## src/rtl/counter_pkg.sv

```systemverilog
// Shared types and constants for the debounced up/down counter.
package counter_pkg;

    typedef enum logic {
        IDLE = 1'b0,
        WAIT = 1'b1
    } deb_state_t;

    localparam int CLK_FREQ_HZ     = 50000000;
    localparam int DEB_CYCLES_50MS = 2500000;

endpackage

```

## src/rtl/updown_counter_deb_if.sv

```systemverilog
// Control/status bundle between the board-side driver and the counter core.
interface updown_counter_deb_if #(
    parameter int COUNT_WIDTH = 8
);
    logic                   cnt_up;
    logic                   cnt_down;
    logic                   debounce_en;
    logic                   wrap_en;
    logic [COUNT_WIDTH-1:0] cnt_min;
    logic [COUNT_WIDTH-1:0] cnt_max;
    logic                   load;
    logic [COUNT_WIDTH-1:0] load_val;
    logic [COUNT_WIDTH-1:0] count;
    logic                   wrap_pulse;
    logic                   limit_hit;

    modport master (
        output cnt_up, cnt_down, debounce_en, wrap_en,
        output cnt_min, cnt_max, load, load_val,
        input  count, wrap_pulse, limit_hit
    );

    modport slave (
        input  cnt_up, cnt_down, debounce_en, wrap_en,
        input  cnt_min, cnt_max, load, load_val,
        output count, wrap_pulse, limit_hit
    );
endinterface

```

## src/rtl/button_debounce.sv

```systemverilog
// One push-button channel: 2-flop synchroniser, rising-edge detect and an
// optional hold-check debounce FSM producing a one-cycle step pulse.
module button_debounce
    import counter_pkg::*;
#(
    parameter int DEB_CYCLES    = DEB_CYCLES_50MS,
    parameter int DEB_CNT_WIDTH = 22
) (
    input  logic clk,
    input  logic reset_n,
    input  logic raw,
    input  logic debounce_en,
    output logic step
);

    localparam logic [DEB_CNT_WIDTH-1:0] TIMER_LAST = DEB_CNT_WIDTH'(DEB_CYCLES - 1);

    logic                     sync1_reg;
    logic                     s_reg;
    logic                     s_d_reg;
    logic [1:0]               settle_reg;
    logic                     armed_reg;
    deb_state_t               state_reg, state_next;
    logic [DEB_CNT_WIDTH-1:0] timer_reg, timer_next;
    logic                     rise;
    logic                     fsm_step;

    // A button held across reset release must not count: edges are only
    // accepted once a genuine low sample has passed through the synchroniser.
    always_ff @(posedge clk or negedge reset_n) begin
        if (!reset_n) begin
            sync1_reg  <= 1'b0;
            s_reg      <= 1'b0;
            s_d_reg    <= 1'b0;
            settle_reg <= 2'b00;
            armed_reg  <= 1'b0;
        end else begin
            sync1_reg  <= raw;
            s_reg      <= sync1_reg;
            s_d_reg    <= s_reg;
            settle_reg <= {settle_reg[0], 1'b1};
            armed_reg  <= armed_reg | (settle_reg[1] & ~s_reg);
        end
    end

    assign rise = s_reg & ~s_d_reg & armed_reg;

    always_ff @(posedge clk or negedge reset_n) begin
        if (!reset_n) begin
            state_reg <= IDLE;
            timer_reg <= '0;
        end else begin
            state_reg <= state_next;
            timer_reg <= timer_next;
        end
    end

    always_comb begin
        state_next = state_reg;
        timer_next = timer_reg;
        fsm_step   = 1'b0;
        if (!debounce_en) begin
            state_next = IDLE;
            timer_next = '0;
        end else begin
            case (state_reg)
                IDLE: begin
                    if (rise) begin
                        state_next = WAIT;
                        timer_next = '0;
                    end
                end
                WAIT: begin
                    if (timer_reg == TIMER_LAST) begin
                        fsm_step   = s_reg;
                        timer_next = '0;
                        state_next = IDLE;
                    end else begin
                        timer_next = timer_reg + DEB_CNT_WIDTH'(1);
                    end
                end
                default: begin
                    state_next = IDLE;
                    timer_next = '0;
                end
            endcase
        end
    end

    assign step = debounce_en ? fsm_step : rise;

endmodule

```

## src/rtl/updown_counter_deb.sv

```systemverilog
// Up/down counter fed by two debounced buttons, with limits, wrap/saturate
// behaviour, synchronous load and one-cycle wrap/limit event flags.
module updown_counter_deb
    import counter_pkg::*;
#(
    parameter int COUNT_WIDTH   = 8,
    parameter int DEB_CYCLES    = DEB_CYCLES_50MS,
    parameter int DEB_CNT_WIDTH = 22
) (
    input  logic                 clk,
    input  logic                 reset_n,
    updown_counter_deb_if.slave  bus
);

    logic [1:0]             raw_vec;
    logic [1:0]             step_vec;
    logic                   up_req;
    logic                   down_req;
    logic [COUNT_WIDTH-1:0] count_reg, count_next;
    logic                   wrap_reg, wrap_next;
    logic                   limit_reg, limit_next;

    assign raw_vec = {bus.cnt_down, bus.cnt_up};

    generate
        for (genvar gi = 0; gi < 2; gi++) begin : g_chan
            button_debounce #(
                .DEB_CYCLES    (DEB_CYCLES),
                .DEB_CNT_WIDTH (DEB_CNT_WIDTH)
            ) u_deb (
                .clk         (clk),
                .reset_n     (reset_n),
                .raw         (raw_vec[gi]),
                .debounce_en (bus.debounce_en),
                .step        (step_vec[gi])
            );
        end
    endgenerate

    assign up_req   = step_vec[0];
    assign down_req = step_vec[1];

    // Limit tests use >= / <= so a loaded out-of-range value is pulled to the
    // far limit when wrapping, or simply held when saturating.
    always_comb begin
        count_next = count_reg;
        wrap_next  = 1'b0;
        limit_next = 1'b0;
        if (bus.load) begin
            count_next = bus.load_val;
        end else if (up_req && down_req) begin
            count_next = count_reg;
        end else if (up_req) begin
            if (count_reg >= bus.cnt_max) begin
                if (bus.wrap_en) begin
                    count_next = bus.cnt_min;
                    wrap_next  = 1'b1;
                end else begin
                    limit_next = 1'b1;
                end
            end else begin
                count_next = count_reg + COUNT_WIDTH'(1);
            end
        end else if (down_req) begin
            if (count_reg <= bus.cnt_min) begin
                if (bus.wrap_en) begin
                    count_next = bus.cnt_max;
                    wrap_next  = 1'b1;
                end else begin
                    limit_next = 1'b1;
                end
            end else begin
                count_next = count_reg - COUNT_WIDTH'(1);
            end
        end
    end

    always_ff @(posedge clk or negedge reset_n) begin
        if (!reset_n) begin
            count_reg <= '0;
            wrap_reg  <= 1'b0;
            limit_reg <= 1'b0;
        end else begin
            count_reg <= count_next;
            wrap_reg  <= wrap_next;
            limit_reg <= limit_next;
        end
    end

    assign bus.count      = count_reg;
    assign bus.wrap_pulse = wrap_reg;
    assign bus.limit_hit  = limit_reg;

endmodule

```

## src/flat_wrapper.sv

```systemverilog
// flat-port wrapper written by rule: the top's interface ports become plain ports
module updown_counter_deb_flat import counter_pkg::*;
#(
    parameter int COUNT_WIDTH   = 8,
    parameter int DEB_CYCLES    = DEB_CYCLES_50MS,
    parameter int DEB_CNT_WIDTH = 22
)
  (clk, reset_n, bus_cnt_up, bus_cnt_down, bus_debounce_en, bus_wrap_en, bus_cnt_min, bus_cnt_max, bus_load, bus_load_val, bus_count, bus_wrap_pulse, bus_limit_hit);
  updown_counter_deb_if #(.COUNT_WIDTH(COUNT_WIDTH)) bus_i ();
  input  logic clk;
  input  logic reset_n;
  input wire logic [$bits(bus_i.cnt_up)-1:0] bus_cnt_up;
  input wire logic [$bits(bus_i.cnt_down)-1:0] bus_cnt_down;
  input wire logic [$bits(bus_i.debounce_en)-1:0] bus_debounce_en;
  input wire logic [$bits(bus_i.wrap_en)-1:0] bus_wrap_en;
  input wire logic [$bits(bus_i.cnt_min)-1:0] bus_cnt_min;
  input wire logic [$bits(bus_i.cnt_max)-1:0] bus_cnt_max;
  input wire logic [$bits(bus_i.load)-1:0] bus_load;
  input wire logic [$bits(bus_i.load_val)-1:0] bus_load_val;
  output wire logic [$bits(bus_i.count)-1:0] bus_count;
  output wire logic [$bits(bus_i.wrap_pulse)-1:0] bus_wrap_pulse;
  output wire logic [$bits(bus_i.limit_hit)-1:0] bus_limit_hit;
  assign bus_i.cnt_up = bus_cnt_up;
  assign bus_i.cnt_down = bus_cnt_down;
  assign bus_i.debounce_en = bus_debounce_en;
  assign bus_i.wrap_en = bus_wrap_en;
  assign bus_i.cnt_min = bus_cnt_min;
  assign bus_i.cnt_max = bus_cnt_max;
  assign bus_i.load = bus_load;
  assign bus_i.load_val = bus_load_val;
  assign bus_count = bus_i.count;
  assign bus_wrap_pulse = bus_i.wrap_pulse;
  assign bus_limit_hit = bus_i.limit_hit;
  updown_counter_deb #(.COUNT_WIDTH(COUNT_WIDTH), .DEB_CYCLES(DEB_CYCLES), .DEB_CNT_WIDTH(DEB_CNT_WIDTH)) u_core (.clk(clk), .reset_n(reset_n), .bus(bus_i));
endmodule
```

## config.mk

```make
export PLATFORM = sky130hd
export DESIGN_NAME = updown_counter_deb_flat
export DESIGN_NICKNAME = d
export VERILOG_FILES = /design/src/rtl/counter_pkg.sv /design/src/rtl/updown_counter_deb_if.sv /design/src/rtl/button_debounce.sv /design/src/rtl/updown_counter_deb.sv /design/src/flat_wrapper.sv
export SDC_FILE = /design/constraint.sdc
export NUM_CORES = 1
export LEC_CHECK = 0
export ABC_CLOCK_PERIOD_IN_PS = 7600
export CORE_MARGIN = 10
export CORE_UTILIZATION = 45
export CTS_CLUSTER_SIZE = 28
export DETAILED_ROUTE_END_ITERATION = 8
export GPL_TIMING_DRIVEN = 0
export PLACE_DENSITY = 0.65
export SYNTH_ARGS = -nofsm -noshare
export SYNTH_HDL_FRONTEND = slang
export SYNTH_SLANG_ARGS = --single-unit
```

## constraint.sdc

```tcl
create_clock -name clk -period 7.6 [get_ports clk]
set_clock_uncertainty 0.15 [all_clocks]
set_input_delay 0.76 -clock clk [delete_from_list [all_inputs] [get_ports clk]]
set_output_delay 0.76 -clock clk [all_outputs]
set_load 0.02 [all_outputs]
```

; ---- Yosys cells after proc, flatten, opt, wreduce, memory -nomap -nowiden
; Index checks and enable logic that the tools add are counted.
[op_classes]
addsub = 4
multipliers = 0
div_mod_pow = 0
n_lt_le_gt_ge = 2
eq_ne = 7
shifts = 0
muxes = 44
bitwise_logic = 14
n_reduce_logical = 3
[op_table]
columns = operator, count
row1 = $mux W22, 6
row2 = $pmux W22 S2, 2
row3 = $mux W8, 8
row4 = $add A22 B1 Y22 const B, 2
row5 = $eq A22 B22 Y1 const B, 2
row6 = $mux W1, 26
row7 = $add A8 B1 Y8 const B, 1
row8 = $ge A8 B8 Y1, 1
row9 = $le A8 B8 Y1, 1
row10 = $sub A8 B1 Y8 const B, 1
row11 = $and A1 B1 Y1, 6
row12 = $ne A3 B3 Y1 const B, 2
row13 = $not A1 Y1, 6
row14 = $ne A4 B3 Y1 const B, 1
row15 = $ne A4 B4 Y1 const B, 1
row16 = $pmux W1 S2, 2
row17 = $reduce_and A4 Y1, 1
row18 = $reduce_bool A3 Y1, 1
row19 = $ne A2 B2 Y1 const B, 1
row20 = $or A1 B1 Y1, 2
row21 = $logic_and A1 B1 Y1, 1
[word_totals]
ff_bits = 68
latch_bits = 0
ram_bits = 0
rom_bits = 0
inputBits = 31
output_inout_bits = 10
elab_cells = 91
n_memories = 0

; ---- Longest topological paths before layout
[depth]
depth_word = 8
ltp_mapped = 10
mapped_depth_nobuf = 9

; ---- Modules after synthesis
; From an unflattened synthesis, not the netlist that was laid out.
[unflattened]
cells_unflattened = 513
area_unflattened_um2 = 4576.9
[modules_own_cells]
columns = module, n_inst, cells_per_inst, area_each_um2, seq_area_each_um2
row1 = button_debounce, 2, 172, 1574.0, 725.7
row2 = updown_counter_deb, 1, 169, 1428.9, 250.2

; ---- Worst setup path after synthesis
; Ideal clock, no wire load.
[synth_path]
path_kind = input to register
from = input port bus_cnt_min[1]
to = register u_core.count_reg[1] (netlist: u_core.bus.count[1])
setup_time_ns = 0.067
t_arrival_ns = 2.708
t_required_ns = 7.383
setup_slack_ns = 4.675
cell_stages = 9
n_path_buf = 0
cell_sequence = inv_1 > ha_1 > nor2b_1 > o211ai_1 > a21oi_1 > o21ai_1 > mux2_2 > a222oi_1 > mux2_1
[synth_between]
elab_chain_cells = 6
word_cells_on_any_way = 10
cone_classes = 1 x order compare / 1 x eq/ne / 7 x mux / 1 x reduce/logical
[synth_rtl]
columns = element, line_no
row1 = start: declaration, flat_wrapper.sv:16  ; input wire logic [$bits(bus_i.cnt_min)-1:0] bus_cnt_min;
row2 = $le A8 B8 Y1, updown_counter_deb.sv:65  ; if (count_reg <= bus.cnt_min) begin
row3 = $mux W8, updown_counter_deb.sv:65
row4 = $mux W8, updown_counter_deb.sv:64  ; end else if (down_req) begin
row5 = $mux W8, updown_counter_deb.sv:53  ; end else if (up_req) begin
row6 = $mux W8, updown_counter_deb.sv:51  ; end else if (up_req && down_req) begin
row7 = $mux W8, updown_counter_deb.sv:49  ; if (bus.load) begin
row8 = end signal: assignment, updown_counter_deb.sv:84  ; count_reg <= count_next;
row9 = end: declaration, updown_counter_deb.sv:19  ; logic [COUNT_WIDTH-1:0] count_reg, count_next;
; Parallel ways exist; a longest one is shown, timed or not. The select of a mux whose other input is x is not followed.
; A chain may end at the register's enable or synchronous reset.

; ---- Final worst setup path
[layout_path]
from = input port bus_cnt_max[2]
to = register u_core.count_reg[6] (netlist: u_core.bus.count[6])
[layout_between]
elab_chain_cells = 5
word_cells_on_any_way = 7
cone_classes = 1 x order compare / 1 x eq/ne / 4 x mux / 1 x reduce/logical
[layout_rtl]
columns = element, line_no
row1 = start: declaration, flat_wrapper.sv:17  ; input wire logic [$bits(bus_i.cnt_max)-1:0] bus_cnt_max;
row2 = $ge A8 B8 Y1 (*), updown_counter_deb.sv:54  ; if (count_reg >= bus.cnt_max) begin
row3 = $mux W8, updown_counter_deb.sv:54
row4 = $mux W8, updown_counter_deb.sv:53
row5 = $mux W8, updown_counter_deb.sv:51
row6 = $mux W8, updown_counter_deb.sv:49
; Mark *: on every way between the ends. The rest lies on a longest branch, timed or not. The select of a mux whose other input is x is not followed.

==> flow_summary_export.csv <==
group,metric,value,unit
critical_path,crit_required,7.68,ns
detailed_routing,drt_pass1_iterations,4,
grt,grt_antenna_before_repair,0,
sta,setup_viol,0,
detailed_routing,ant_nets,0,
job,maxCapViolCount,0,
grt,overflow,0,
sta,slew_headroom,0.443,
power,p_per_area,210,nW/µm²
detailed_routing,drt_iter0_markers,206,
place,dp_hpwl,7130,µm
sta,min_period,3.49,ns
synthesis,postSynthCellCount,473,
hold_path,hp-class,"flip-flop to flip-flop",
sta,worstMarginPinSlew,0.836,ns
final_layout,largest_reg_flops,44,
final_layout,fillers,821,
sta,post-route-period-util,0.459,
detailed_routing,drc,0,
clock_network,cts_tree,"yes",
final_layout,area_delta_synth_final,17.5,%
clock_network,cts_setup_buffers,0,
detailed_routing,via_per_inst,5.72,
place,port-buffer-count,39,
critical_path,worst_r2r_endpoint,"u_core.bus.count[6]",
clock_network,clock_latency,0.35,ns
sta,rsz0062_at_grt,"false",
synthesis,synth_fp_nets,524,
place,dp.cells,623,
floorplan,die_y,116,µm
floorplan,core-area,9110,µm²
floorplan,die_area,13500,µm²
synthesis,ys.flop_type,"dfrtp_1",
sta,finalHoldViolCount,0,
critical_path,startpoint_type,"input port",
final_layout,layout.cells.non_filler,638,
floorplan,rows,35,
detailed_routing,wl,9860,µm
final_layout,fin_nets,574,
clock_network,cts_sinks,66,
sta,fmax,287,MHz
synthesis,synth-seq-cells,66,
floorplan,die_w,116,µm
critical_path,path_class,"input port to flip-flop",
floorplan,start_util,0.457,
detailed_routing,route.vias.total,3651,
status,outcome,"finished clean",
clock_network,htree_levels,3,
floorplan,ios,41,
critical_path,r2r_start,"u_core.bus.count[0]",
grt,grt_pass1_wl,16500,µm
critical_path,crit_fanout,8,
critical_path,crit_path_end_kind,"flip-flop",
critical_path,worstRegToRegCells,10,
synthesis,syn_area_per_cell,8.81,µm²
synthesis,ys_async_sr_fraction,1.00,
synthesis,yosysSeqAreaShare,0.396,
final_layout,design_area,4900,µm²
power,total_power,1.03,mW
clock_network,ctsRootBufferMaster,"clkbuf_8",
synthesis,synthDistinctLibCells,56,
power,irDropWorstVdd,0.000139,V
sta,setup_ws,4.11,ns
critical_path,crit_end,"u_core.bus.count[6]",
critical_path,startpoint,"bus_cnt_max[2]",
critical_path,arrival,3.57,ns
grt,grt_pass1_vias,3519,
grt,grt_max_degree,67,
clock_network,clock_path_buffers,2,
final_layout,antenna_cells,0,
place,place_ws,3.76,ns
synthesis,ys_warn_count,0,
clock_network,cts_resized,0,
sta,slew_violations,0,
sta,timing.setup.tns,0,ns
clock_network,cts.clk_slew.worst_paths,0.07,ns
synthesis,synth_area,4170,µm²
place,place_area,4690,µm²
place,routabilityCongestion,0.829,
clock_network,numCtsBuffers,9,
power,leakagePower,2.07,nW
clock_network,hold_buffers,0,
final_layout,multi_input_area,2350,µm²
final_layout,layout-drive-gt1-share,0.0417,
detailed_routing,wire_per_inst,15.5,µm
final_layout,seq_area,1650,µm²
critical_path,r2r_slack,4.35,ns
grt,track_usage,0.151,
synthesis,synth_edf_count,0,
[cell usage in the layout (no fill, tap or decap), types with 2 or more instances in the layout]
master	synthesis	routed
nor2b_1	12	12
and4_1	4	4
o21ai_1	2	2
nor2_1	39	39
a222oi_1	2	2
a21o_1	5	5
buf_4	1	2
xnor2_1	13	13
inv_1	26	26
nor3_1	8	8
nand3b_1	6	6
xor2_1	20	20
clkbuf_1	14	15
a211oi_1	3	3
nand4_1	10	10
and3_1	11	11
clkbuf_8	0	12
a21oi_1	17	17
mux2i_1	10	10
a31oi_1	3	3
o21ai_0	39	39
nand2b_1	3	3
ha_1	20	20
and2_1	3	3
nand3_1	24	24
o41ai_1	3	3
dfrtp_1	66	66
o31ai_1	13	13
nor4b_1	3	3
nor4_1	7	7
a221oi_1	4	4
mux2_1	2	2
a22o_1	2	2
nand2_1	53	53
o211ai_1	3	3
clkdlybuf4s50_1	0	38
[worst max-delay path, stage by stage]
cell and delay [ns]:
clkdlybuf4s50_1 0.49, inv_1 0.05, ha_1 0.28, nand2_1 0.04, o21ai_0 0.22, a31oi_1 0.16, o21ai_1 0.53, o211a_1 0.39
or2_1 0.15, buf_4 0.16, mux2_1 0.33
[cell usage after synthesis, types with 10 or more instances]
master,instances,area share
dfrtp_1,66,0.40
nand2_1,53,0.048
nor2_1,39,0.035
o21ai_0,39,0.047
inv_1,26,0.023
nand3_1,24,0.029
ha_1,20,0.060
xor2_1,20,0.042
a21oi_1,17,0.020
clkbuf_1,14,0.013
o31ai_1,13,0.023
xnor2_1,13,0.027
nor2b_1,12,0.018
and3_1,11,0.017
mux2i_1,10,0.024
nand4_1,10,0.015
[final cells by class]
| type | instances | share of cell area |
|---|---|---|
| clock buffers | 13 | 0.0345 |
| multi-input cells | 365 | 0.480 |
| plain buffers | 16 | 0.0133 |
| inverters | 26 | 0.0199 |
| flip-flops and latches | 66 | 0.337 |
| repair buffers | 39 | 0.0792 |
| well taps | 111 | 0.0284 |
| clock inverters | 2 | 0.00715 |
[where the power goes]
group          switching, mW  internal (mW)  total [mW]
combinational          0.177          0.142       0.319
sequential            0.0342          0.369       0.404
clock                  0.130          0.176       0.307
total                  0.341          0.688        1.03
[how the worst min path moves through the flow]
stage	start	end	slack, ns	cells past startpoint
floorplan	u_core.g_chan[0].u_deb.sync1_reg	u_core.g_chan[0].u_deb.s_reg	0.18	0
global placement	u_core.g_chan[0].u_deb.settle_reg[0]	u_core.g_chan[0].u_deb.settle_reg[1]	0.18	0
detailed placement	u_core.g_chan[0].u_deb.settle_reg[0]	u_core.g_chan[0].u_deb.settle_reg[1]	0.19	0
CTS	u_core.g_chan[0].u_deb.settle_reg[0]	u_core.g_chan[0].u_deb.settle_reg[1]	0.20	0
global route	u_core.g_chan[0].u_deb.sync1_reg	u_core.g_chan[0].u_deb.s_reg	0.21	0
finish	u_core.g_chan[0].u_deb.settle_reg[0]	u_core.g_chan[0].u_deb.settle_reg[1]	0.20	0
[routing by layer]
metal / routed length, µm / vias to the layer above / global-route usage
met5: 0 / - / 0
met4: 130 / 0 / 0.0542
met3: 596 / 11 / 0.0375
met2: 4450 / 109 / 0.229
met1: 4690 / 1728 / 0.203
li1: - / 1803 / -
[cell families after synthesis]
logic type / count (synthesis) / synth area share
buffers and inverters: 42 / 0.0390
flip-flops: 66 / 0.396
multiplexers: 13 / 0.0321
other: 1 / 0.000900
AND/OR/NAND/NOR: 195 / 0.244
XOR/XNOR: 33 / 0.0694
AO/OA/AOI/OAI: 103 / 0.159
adder cells (fa/ha/maj): 20 / 0.0601
[per-stage QoR]
stage | hold slack (ns) | util
floorplan | 0.181 | -
global placement | 0.183 | 0.516
detailed placement | 0.186 | 0.515
CTS | 0.201 | 0.538
global route | 0.206 | 0.538
finish | 0.198 | 0.538
No activity file was read; power rests on OpenSTA's default activity.
